--- src/rtl/vec_collect.sv ---
// vec_collect: serial-to-parallel front end for the argmax tree.
// Packs NEl samples per frame, pads short frames with PAD.
module vec_collect #(
  parameter int NEl  = 8,
  parameter int BWID = 16,
  parameter logic [BWID-1:0] PAD = '0,
  localparam int IW = $clog2(NEl) + 1
) (
  input  logic              clk,
  input  logic              rst,
  input  logic [BWID-1:0]   iData,
  input  logic              iValid,
  input  logic              iLast,
  output logic [BWID*NEl-1:0] oVData,
  output logic [IW*NEl-1:0] oVIndx,
  output logic              oND,
  output logic [IW-1:0]     oCnt,
  output logic              oShort
);

  localparam logic [IW-1:0] LAST = IW'(NEl - 1);

  logic [BWID-1:0]     shd [NEl];
  logic [IW-1:0]       wp;
  logic                close;
  logic [BWID*NEl-1:0] nv;

  assign close = iValid && (wp == LAST || iLast);

  // constant slot indices for the tree
  for (genvar k = 0; k < NEl; k++) begin : g_idx
    assign oVIndx[IW*k +: IW] = IW'(k);
  end

  // shadow buffer; contents are don't-care after reset
  always_ff @(posedge clk) begin
    if (iValid)
      shd[wp] <= iData;
  end

  // next frame: shadow below wp, bypassed sample at wp, PAD above
  always_comb begin
    nv = '0;
    for (int k = 0; k < NEl; k++) begin
      if (k < int'(wp))
        nv[k*BWID +: BWID] = shd[k];
      else if (k == int'(wp))
        nv[k*BWID +: BWID] = iData;
      else
        nv[k*BWID +: BWID] = PAD;
    end
  end

  // write pointer: advance on valid, wrap to slot 0 on close
  always_ff @(posedge clk or negedge rst) begin
    if (!rst)
      wp <= '0;
    else if (close)
      wp <= '0;
    else if (iValid)
      wp <= wp + IW'(1);
  end

  // frame outputs: updated on close, held otherwise
  always_ff @(posedge clk or negedge rst) begin
    if (!rst) begin
      oVData <= '0;
      oND    <= 1'b0;
      oCnt   <= '0;
      oShort <= 1'b0;
    end else begin
      oND <= close;
      if (close) begin
        oVData <= nv;
        oCnt   <= wp + IW'(1);
        oShort <= (wp != LAST);
      end
    end
  end

endmodule
--- config.mk ---
export PLATFORM = sky130hd
export DESIGN_NAME = vec_collect
export DESIGN_NICKNAME = d
export VERILOG_FILES = /design/src/rtl/vec_collect.sv
export SDC_FILE = /design/constraint.sdc
export NUM_CORES = 1
export LEC_CHECK = 0
export BUFFER_PORTS_ARGS = -buffer_cell sky130_fd_sc_hd__buf_2
export CAP_MARGIN = 25
export CORE_MARGIN = 3
export CORE_UTILIZATION = 30
export CTS_CLUSTER_SIZE = 30
export DETAILED_ROUTE_END_ITERATION = 8
export PLACE_DENSITY = 0.49
export SLEW_MARGIN = 5
export SYNTH_ARGS = -nofsm -noshare
export SYNTH_HDL_FRONTEND = slang
export SYNTH_SLANG_ARGS = --single-unit
export TNS_END_PERCENT = 1
--- constraint.sdc ---
create_clock -name clk -period 2.29 [get_ports clk]
set_input_delay 0.5725 -clock clk [delete_from_list [all_inputs] [get_ports clk]]
set_output_delay 0.5725 -clock clk [all_outputs]
set_load 0.02 [all_outputs]
* Word level (Yosys, flattened, before mapping)
Memory sizes are Yosys's and may differ from the RTL's.
Index checks and enable logic that the tools add are counted.
** Cells by class
- $add $sub $neg :: 1
- $mul :: 0
- Div/mod/pow operators :: 0
- $lt $le $gt $ge :: 8
- Equality and inequality tests :: 9
- Shift-type cells :: 0
- Mux-type cells :: 20
- Bitwise operators :: 0
- Reduce and logical (&&, ||, !) cells :: 4
** Operator list (number)
- 16-bit 2-to-1 mux :: 16
- 4-bit == test (first input constant) :: 4
- 3-bit by 4-bit < comparator with 1-bit output (first input constant) :: 4
- 3-bit by 4-bit == test with 1-bit output (first input constant) :: 2
- 1-bit by 4-bit < comparator with 1-bit output (first input constant) :: 2
- 2-bit by 4-bit < comparator with 1-bit output (first input constant) :: 2
- 4-bit 2-to-1 mux :: 2
- 4-bit by 1-bit adder with 4-bit output (second input constant) :: 1
- 2-bit by 4-bit == test with 1-bit output (first input constant) :: 1
- 4-bit by 3-bit == test with 1-bit output (second input constant) :: 1
- 4-bit zero test :: 1
- 4-bit by 3-bit != test with 1-bit output (second input constant) :: 1
- 1-bit 2-to-1 mux :: 2
- 2-bit nonzero test :: 1
- 1-bit logical AND :: 1
- 1-bit logical OR :: 1
** Storage, ports and cells
- Flip-flop bits (word level) :: 138
- Bits in latches :: 0
- Bits in writable memories :: 128
- ROM bits :: 0
- Bits of input ports :: 20
- Output and inout port bits :: 166
- Logic and storage cells :: 48
- Memories kept :: 1
** Memory list
- shd :: words 8, bits a word 16, read ports 8, clocked after memory_dff 0, write ports 1, RTL line 23 : logic [BWID-1:0] shd [NEl];

* Logic depth before layout (Yosys ltp)
Gate-level depths: netlist of run 1.
- Word-level depth :: 4
- Depth in mapped cells :: 10
- Gate-level depth less buffers :: 5

* Least setup slack after synthesis of run 1
OpenSTA, ideal clock, no wires.
- Path kind :: input to register
- Start point :: in iValid
- End point :: mem shd[0][0], enable pin
- Library setup time :: 0.409 ns
- Arrival :: 2.159 ns
- Required time :: 1.881 ns
- Setup slack :: -0.278 ns
- Stages on the path :: 3
- Path buffers :: 1
- Cell sequence :: clkbuf_1 nand2_1 nor3_1
** On the way
- Word-level cells in the longest chain between the ends :: 2
** Ends and longest elaborated chain
- start: declaration :: RTL line 12 : input logic iValid,
- 1-bit 2-to-1 mux :: RTL line 37 : if (iValid)
- 1-bit 2-to-1 mux (not written as such) :: RTL line 38 : shd[wp] <= iData;
- end: declaration :: RTL line 23
Every way passes these cells.

* Final worst setup path of run 1
- Start point :: reg wp[0]
- End point :: reg oVData[37]
** On the way
- Word-level cells in the longest chain between the ends :: 3
- Elaborated cells on any way between the ends :: 7
- Classes of those cells :: 1 x order compare; 2 x eq/ne; 2 x mux; 2 x reduce/logical
** Ends and longest elaborated chain
- start: declaration :: RTL line 24 : logic [IW-1:0] wp;
- start signal: assignment :: RTL line 61 : wp <= wp + IW'(1);
- branches (longest 3 deep; another with 2-bit by 4-bit < comparator with 1-bit output)
- end signal: assignment :: RTL line 74 : oVData <= nv;
- end: declaration :: RTL line 14 : output logic [BWID*NEl-1:0] oVData,
Parallel ways; which one is timed is not known.
A chain may end at the register's enable or synchronous reset.

==> results of run 1 <==
-- cells in the mapped netlist (2+ instances only) --
library cell	number
dfrtp_1	138
edfxtp_1	128
mux2_2	77
mux2_4	70
o21ai_0	65
a22o_1	63
nand2_1	40
clkbuf_1	33
buf_4	32
inv_1	18
o31ai_1	18
mux2i_1	16
buf_1	15
buf_2	14
buf_8	7
nor2_1	6
ha_1	5
a21o_1	3
nor3_1	3
buf_6	2
conb_1	2
nand2b_1	2
nor4bb_1	2
or3_1	2
-- registers in the layout, summed over array words and instances (netlist names) --
signal and count:
oVData 128, shd 128, oCnt 4, wp 4, oND 1, oShort 1
-- metrics by stage --
step / cell area (sq um) / setup slack (ns) / setup TNS, ns / hold slack [ns] / instances
floorplan: 11700 / -0.265 / -6.83 / 0.277 / 807
global placement: 12800 / 0.189 / 0 / 0.468 / 1401
detailed placement: 12800 / 0.170 / 0 / 0.467 / 1401
CTS: 14000 / 0.154 / 0 / 0.341 / 1464
global route: 14000 / 0.0727 / 0 / 0.363 / 1464
finish: 14000 / 0.149 / 0 / 0.364 / 1464
-- logic make-up (layout without fill, tap and decap cells) --
group	Yosys count	in the layout	synth area share, %
buf+inv	122	268	5.97
other cells	2	32	0.0651
simple gates	63	63	2.68
fa+ha+maj	5	5	0.542
flops	266	266	63.2
mux	164	164	18.1
compound gates	153	153	9.29
xor+xnor	2	2	0.152
-- where the power goes --
| group | internal (mW) | total, mW | switching [mW] |
|---|---|---|---|
| clock network | 3.24 | 5.32 | 2.09 |
| registers | 5.38 | 5.56 | 0.185 |
| logic | 0.687 | 1.82 | 1.13 |
-- metal layers --
| layer | vias up | part of all wire [%] | global-route usage [%] | routed length [microns] |
|---|---|---|---|---|
| li1 | 3084 | - | - | - |
| met1 | 3392 | 48 | 21.7 | 14700 |
| met2 | 177 | 44 | 22.5 | 13600 |
| met3 | 48 | 6.0 | 2.85 | 1860 |
| met4 | 2 | 2.0 | 3.93 | 619 |
| met5 | - | 0.049 | 0 | 15 |
-- final cells by class --
type                    instances  area [sq um]  share of cell area (%)
flip-flops and latches        266          7300                    52.3
clock inverters                13           148                    1.06
clock buffers                  49           978                    7.01
inverters                      19          76.3                   0.547
well taps                     511           639                    4.58
multi-input cells             419          3690                    26.5
repair buffers                187          1120                    8.01
-- how the worst max path moves through the flow --
| stage | cells after the start | start | to | slack [ns] |
|---|---|---|---|---|
| floorplan | 3 | iValid | shd[1][0]$_DFFE_PP_ | -0.27 |
| global placement | 4 | wp[0]$_DFFE_PN0P_ | oVData[37]$_DFFE_PN0P_ | 0.19 |
| detailed placement | 4 | wp[0]$_DFFE_PN0P_ | oVData[37]$_DFFE_PN0P_ | 0.17 |
| CTS | 4 | wp[0]$_DFFE_PN0P_ | oVData[37]$_DFFE_PN0P_ | 0.15 |
| global route | 4 | wp[0]$_DFFE_PN0P_ | oVData[37]$_DFFE_PN0P_ | 0.07 |
| finish | 4 | wp[0]$_DFFE_PN0P_ | oVData[37]$_DFFE_PN0P_ | 0.15 |
==> impl_metrics.csv, run 1 <==
group,metric,value,unit
status,status,"completed",
synthesis,yosys_warnings,0,
routing,viasPerCell,4.58,
run,maxCapViolCount,0,
finish,area_growth,20.9,%
clocking,h-tree-depth,2,
critical_path,critical_path_class,"register to register",
sta,rsz0062_at_grt,"false",
power_and_ir_drop,p_leak,6.30,nW
power_and_ir_drop,vdd_drop_max,413,uV
finish,diodes,0,
critical_path,max_stage_delay,0.62,ns
critical_path,crit_fanout,16,
sta,relSlewSlack,49.2,%
critical_path,timing.rr.start,"wp[0]$_DFFE_PN0P_",
finish,fillers,3670,
floorplanning,dieArea,40900,sq um
floorplanning,chipHeight,202,microns
synthesis,netlist_instances,777,
global_route,grt_pass1_wl,45900,microns
clocking,cts-resized-gates,0,
floorplanning,num_rows,71,
finish,post-route-util,37.0,%
synthesis,synth_top_area_share,33.3,%
hold_path,hold_depth,2,
routing,drt-total-wl,30800,microns
floorplanning,initial_core_util,30.6,%
floorplanning,core_area,37800,sq um
global_route,first_global_vias,6877,
routing,drt-initial-drc-count,330,
clocking,hold_buffers,1,
synthesis,yosys_register_bits,266,
floorplanning,die_x,202,microns
clocking,cts_setup_buffers,0,
sta,clock_skew,0.0119,ns
routing,drc,0,
synthesis,postSynthAreaPerCell,14.9,sq um
critical_path,critPathTopFamily,"simple AND/OR/NAND/NOR gates",
synthesis,async_reset_ff_share,51.9,%
placed_design,io_buffers,153,
synthesis,ys.flop_type,"dfrtp_1",
power_and_ir_drop,power,12.7,mW
synthesis,synth_area,11500,sq um
clocking,cts_tree,"yes",
clocking,clk_pin_slew,0.05,ns
critical_path,worst-path-buf-inv,0,
finish,final_cell_mix,"152 x buf_2, 136 x dfrtp_1, 128 x edfxtp_1",
sta,fin_crit,2.14,ns
hold_path,min_path_type,"input port to register",
global_route,grt_max_degree,59,
critical_path,r2r_slack,0.15,ns
critical_path,r2r-end,"oVData[37]$_DFFE_PN0P_",
critical_path,arrival,2.53,ns
finish,nets,952,
power_and_ir_drop,power.density,911,nW/um^2
synthesis,synth_edf_count,128,
global_route,grt_overflow_total,0,
routing,via_count,6703,
sta,fmax,467,MHz
clocking,clockBufferDepth,3,
placed_design,hpwl,19200,microns
clocking,worstSkewPairLatency,0.51,ns
sta,hold_viol,0,
placed_design,gp_congestion,0.713,
finish,mostFrequentLayoutCell,"buf_2",
synthesis,yosysSeqAreaShare,63.2,%
hold_path,hold_start,"iLast",
critical_path,critical_path.startpoint_type,"register",
routing,drt_pass1_iterations,5,
critical_path,ff2ff_path_depth,4,
synthesis,post-synth-top-area-cell,"edfxtp_1",
sta,maxSlewViolCount,0,
critical_path,crit_slowest_cell,"or3_1",
clocking,cts_sinks,266,
critical_path,path_cells,"ha_1 -> or3_1 -> a22o_1 -> mux2_1",
routing,ant_nets,0,
sta,worst_slew_pin_slew,0.761,ns
finish,drive_gt1_share,41.8,%
sta,final-setup-viol-count,0,
routing,wl_per_cell,21.1,microns
synthesis,ys_types,40,
synthesis,synth_area_leaders,"edfxtp_1 33%, dfrtp_1 30%, mux2_4 9.1%, mux2_2 7.5%, a22o_1 4.8%",
hold_path,hold_end,"wp[0]$_DFFE_PN0P_",
global_route,grtUsageTotal,14.8,%
global_route,antenna_found_initial,1,
sta,timing.final.crit_share,93.5,%
critical_path,cp_data_required_time,2.68,ns
clocking,cts-root-buf,"clkbuf_16",
clocking,cts_made_buffers,34,
critical_path,endpoint_kind,"register",
floorplanning,ios,186,
Note: power is estimated with default switching activity, not from simulation.
==> run 2, diff against run 1 <==
ABC_CLOCK_PERIOD_IN_PS = 1730   (was default)
clock period = 1.73 ns   (was 2.29 ns; I/O delays follow)
==> run 2 against run 1 <==
  * The run now ends with setup timing left
  * Worst hold slack lost 0.16 ns
  * Core utilization rose by 1.4 points
  * Clock power up 16%
  * Final area grew 3.7%
  * Non-clock buffer count increased by 31
  * Die area is the same
  * Sequential share of layout area fell by 1.9 points
  * Setup slack worse by 0.32 ns
  * Sequential cell count unchanged
  * Highest routed layer unchanged
==> impl_metrics.csv, run 2 (synthesis gave the netlist of run 1 again) <==
group,metric,value,unit
hold_path,min_path_type,"input port to register",
global_route,antenna_found_initial,1,
sta,worst_hold_slack,0.205,ns
sta,fin_tns_setup,-8.27,ns
routing,ant_nets,0,
clocking,cts_sinks,266,
finish,final_cell_mix,"152 x buf_2, 135 x dfrtp_1, 128 x edfxtp_1",
critical_path,cp_data_required_time,2.17,ns
critical_path,arrival,2.35,ns
routing,wl_per_cell,21.0,microns
global_route,grt_overflow_total,0,
global_route,grtUsageTotal,15.0,%
floorplanning,initial_core_util,30.6,%
floorplanning,num_rows,71,
placed_design,hpwl,19800,microns
placed_design,placed_cell_area,13300,sq um
clocking,cts_tree,"yes",
sta,fmax,525,MHz
finish,mostFrequentLayoutCell,"buf_2",
finish,nets,980,
sta,timing.final.crit_share,110,%
finish,area_growth,25.3,%
run,maxCapViolCount,0,
critical_path,critical_path.startpoint_type,"register",
critical_path,endpoint_kind,"register",
sta,fin_crit,1.90,ns
routing,viasPerCell,4.57,
finish,fillers,3599,
clocking,h-tree-depth,1,
clocking,cts-root-buf,"clkbuf_16",
sta,clock_skew,0.0106,ns
power_and_ir_drop,power.density,1130,nW/um^2
routing,drc,0,
routing,drt-total-wl,31400,microns
placed_design,dpl.cell_count,1427,
clocking,worstSkewPairLatency,0.55,ns
finish,top_regs,"oVData (128), shd (128)",
finish,drive_gt1_share,44.1,%
status,failed_checks,"setup timing",
clocking,cts_made_buffers,31,
floorplanning,chipHeight,202,microns
sta,rsz0062_at_grt,"true",
global_route,grt_max_degree,52,
floorplanning,core_area,37800,sq um
finish,fin_area,14500,sq um
floorplanning,die_x,202,microns
floorplanning,dieArea,40900,sq um
sta,maxSlewViolCount,0,
routing,drt-initial-drc-count,293,
routing,via_count,6807,
power_and_ir_drop,p_leak,6.54,nW
sta,postLayoutSetupSlackWorst,-0.174,ns
floorplanning,ios,186,
routing,drt_pass1_iterations,4,
sta,relSlewSlack,62.9,%
critical_path,crit_fanout,8,
placed_design,gp_congestion,0.716,
status,status,"complete, but fails checks",
sta,worst_slew_pin_slew,0.557,ns
global_route,first_global_vias,6984,
sta,final-setup-viol-count,124,
sta,hold_viol,0,
finish,final_cells,1491,
clocking,clockBufferDepth,3,
global_route,grt_pass1_wl,46700,microns
placed_design,io_buffers,153,
power_and_ir_drop,vdd_drop_max,669,uV
critical_path,critical_path_class,"register to register",
finish,post-route-util,38.3,%
clocking,clk_pin_slew,0.06,ns
run 2: worst max-delay path: stages, from the launching register on:
cell	delay, ns
dfrtp_2	0.44
buf_12	0.14
clkinv_8	0.04
ha_4	0.11
nor3b_4	0.17
buf_6	0.15
clkbuf_16	0.17
mux2_4	0.30
mux2_4	0.25
run 2: layout make-up:
type                       count  area, sq um  area share (%)
antenna                        1         2.50          0.0173
clock buffer                  47          917            6.34
clock inverter                10         50.0           0.346
inverter                      19         91.3           0.631
multi-input combinational    419         3860            26.7
sequential                   266         7300            50.5
tap                          511          639            4.42
timing repair buffer         218         1610            11.1
run 2: per-layer routing:
metal / share of wire (%) / wire length (microns) / global-route usage (%)
met4: 1.6 / 495 / 2.52
met3: 5.0 / 1570 / 3.49
met2: 45 / 14100 / 23.6
met5: 0.022 / 7 / 0
met1: 48 / 15100 / 21.7
run 2: final timing paths:
kind	endpoint	slack, ns	depth (start not counted)	start
min reg2reg	oShort$_DFFE_PN0P_	0.50	1	oShort$_DFFE_PN0P_
min in group asynchronous	oVData[6]$_DFFE_PN0P_	0.30	2	rst
min	wp[1]$_DFFE_PN0P_	0.20	2	iLast
max in group asynchronous	wp[1]$_DFFE_PN0P_	0.82	3	rst
max reg2reg	oVData[8]$_DFFE_PN0P_	-0.17	8	wp[1]$_DFFE_PN0P_
max	oVData[8]$_DFFE_PN0P_	-0.17	8	wp[1]$_DFFE_PN0P_
run 2: through the flow:
| step | setup WS (ns) | power [mW] |
|---|---|---|
| global placement | -0.136 | 10.1 |
| floorplan | -0.349 | 9.08 |
| detailed placement | -0.167 | 10.2 |
| global route | -0.220 | 17.0 |
| finish | -0.174 | 16.3 |
| CTS | -0.161 | 16.4 |
run 2: repair_timing:
action	in CTS	in global routing
cloned	0	1
resized for setup	6	33
hold buffers	1	0
setup buffers	0	4
setup endpoints to repair	128	162
hold endpoints to repair	18	0
run 2: where the power goes:
part | total, mW | switching (mW) | internal, mW
sequential | 7.37 | 0.255 | 7.12
combinational | 2.78 | 1.60 | 1.18
clock | 6.16 | 2.53 | 3.63
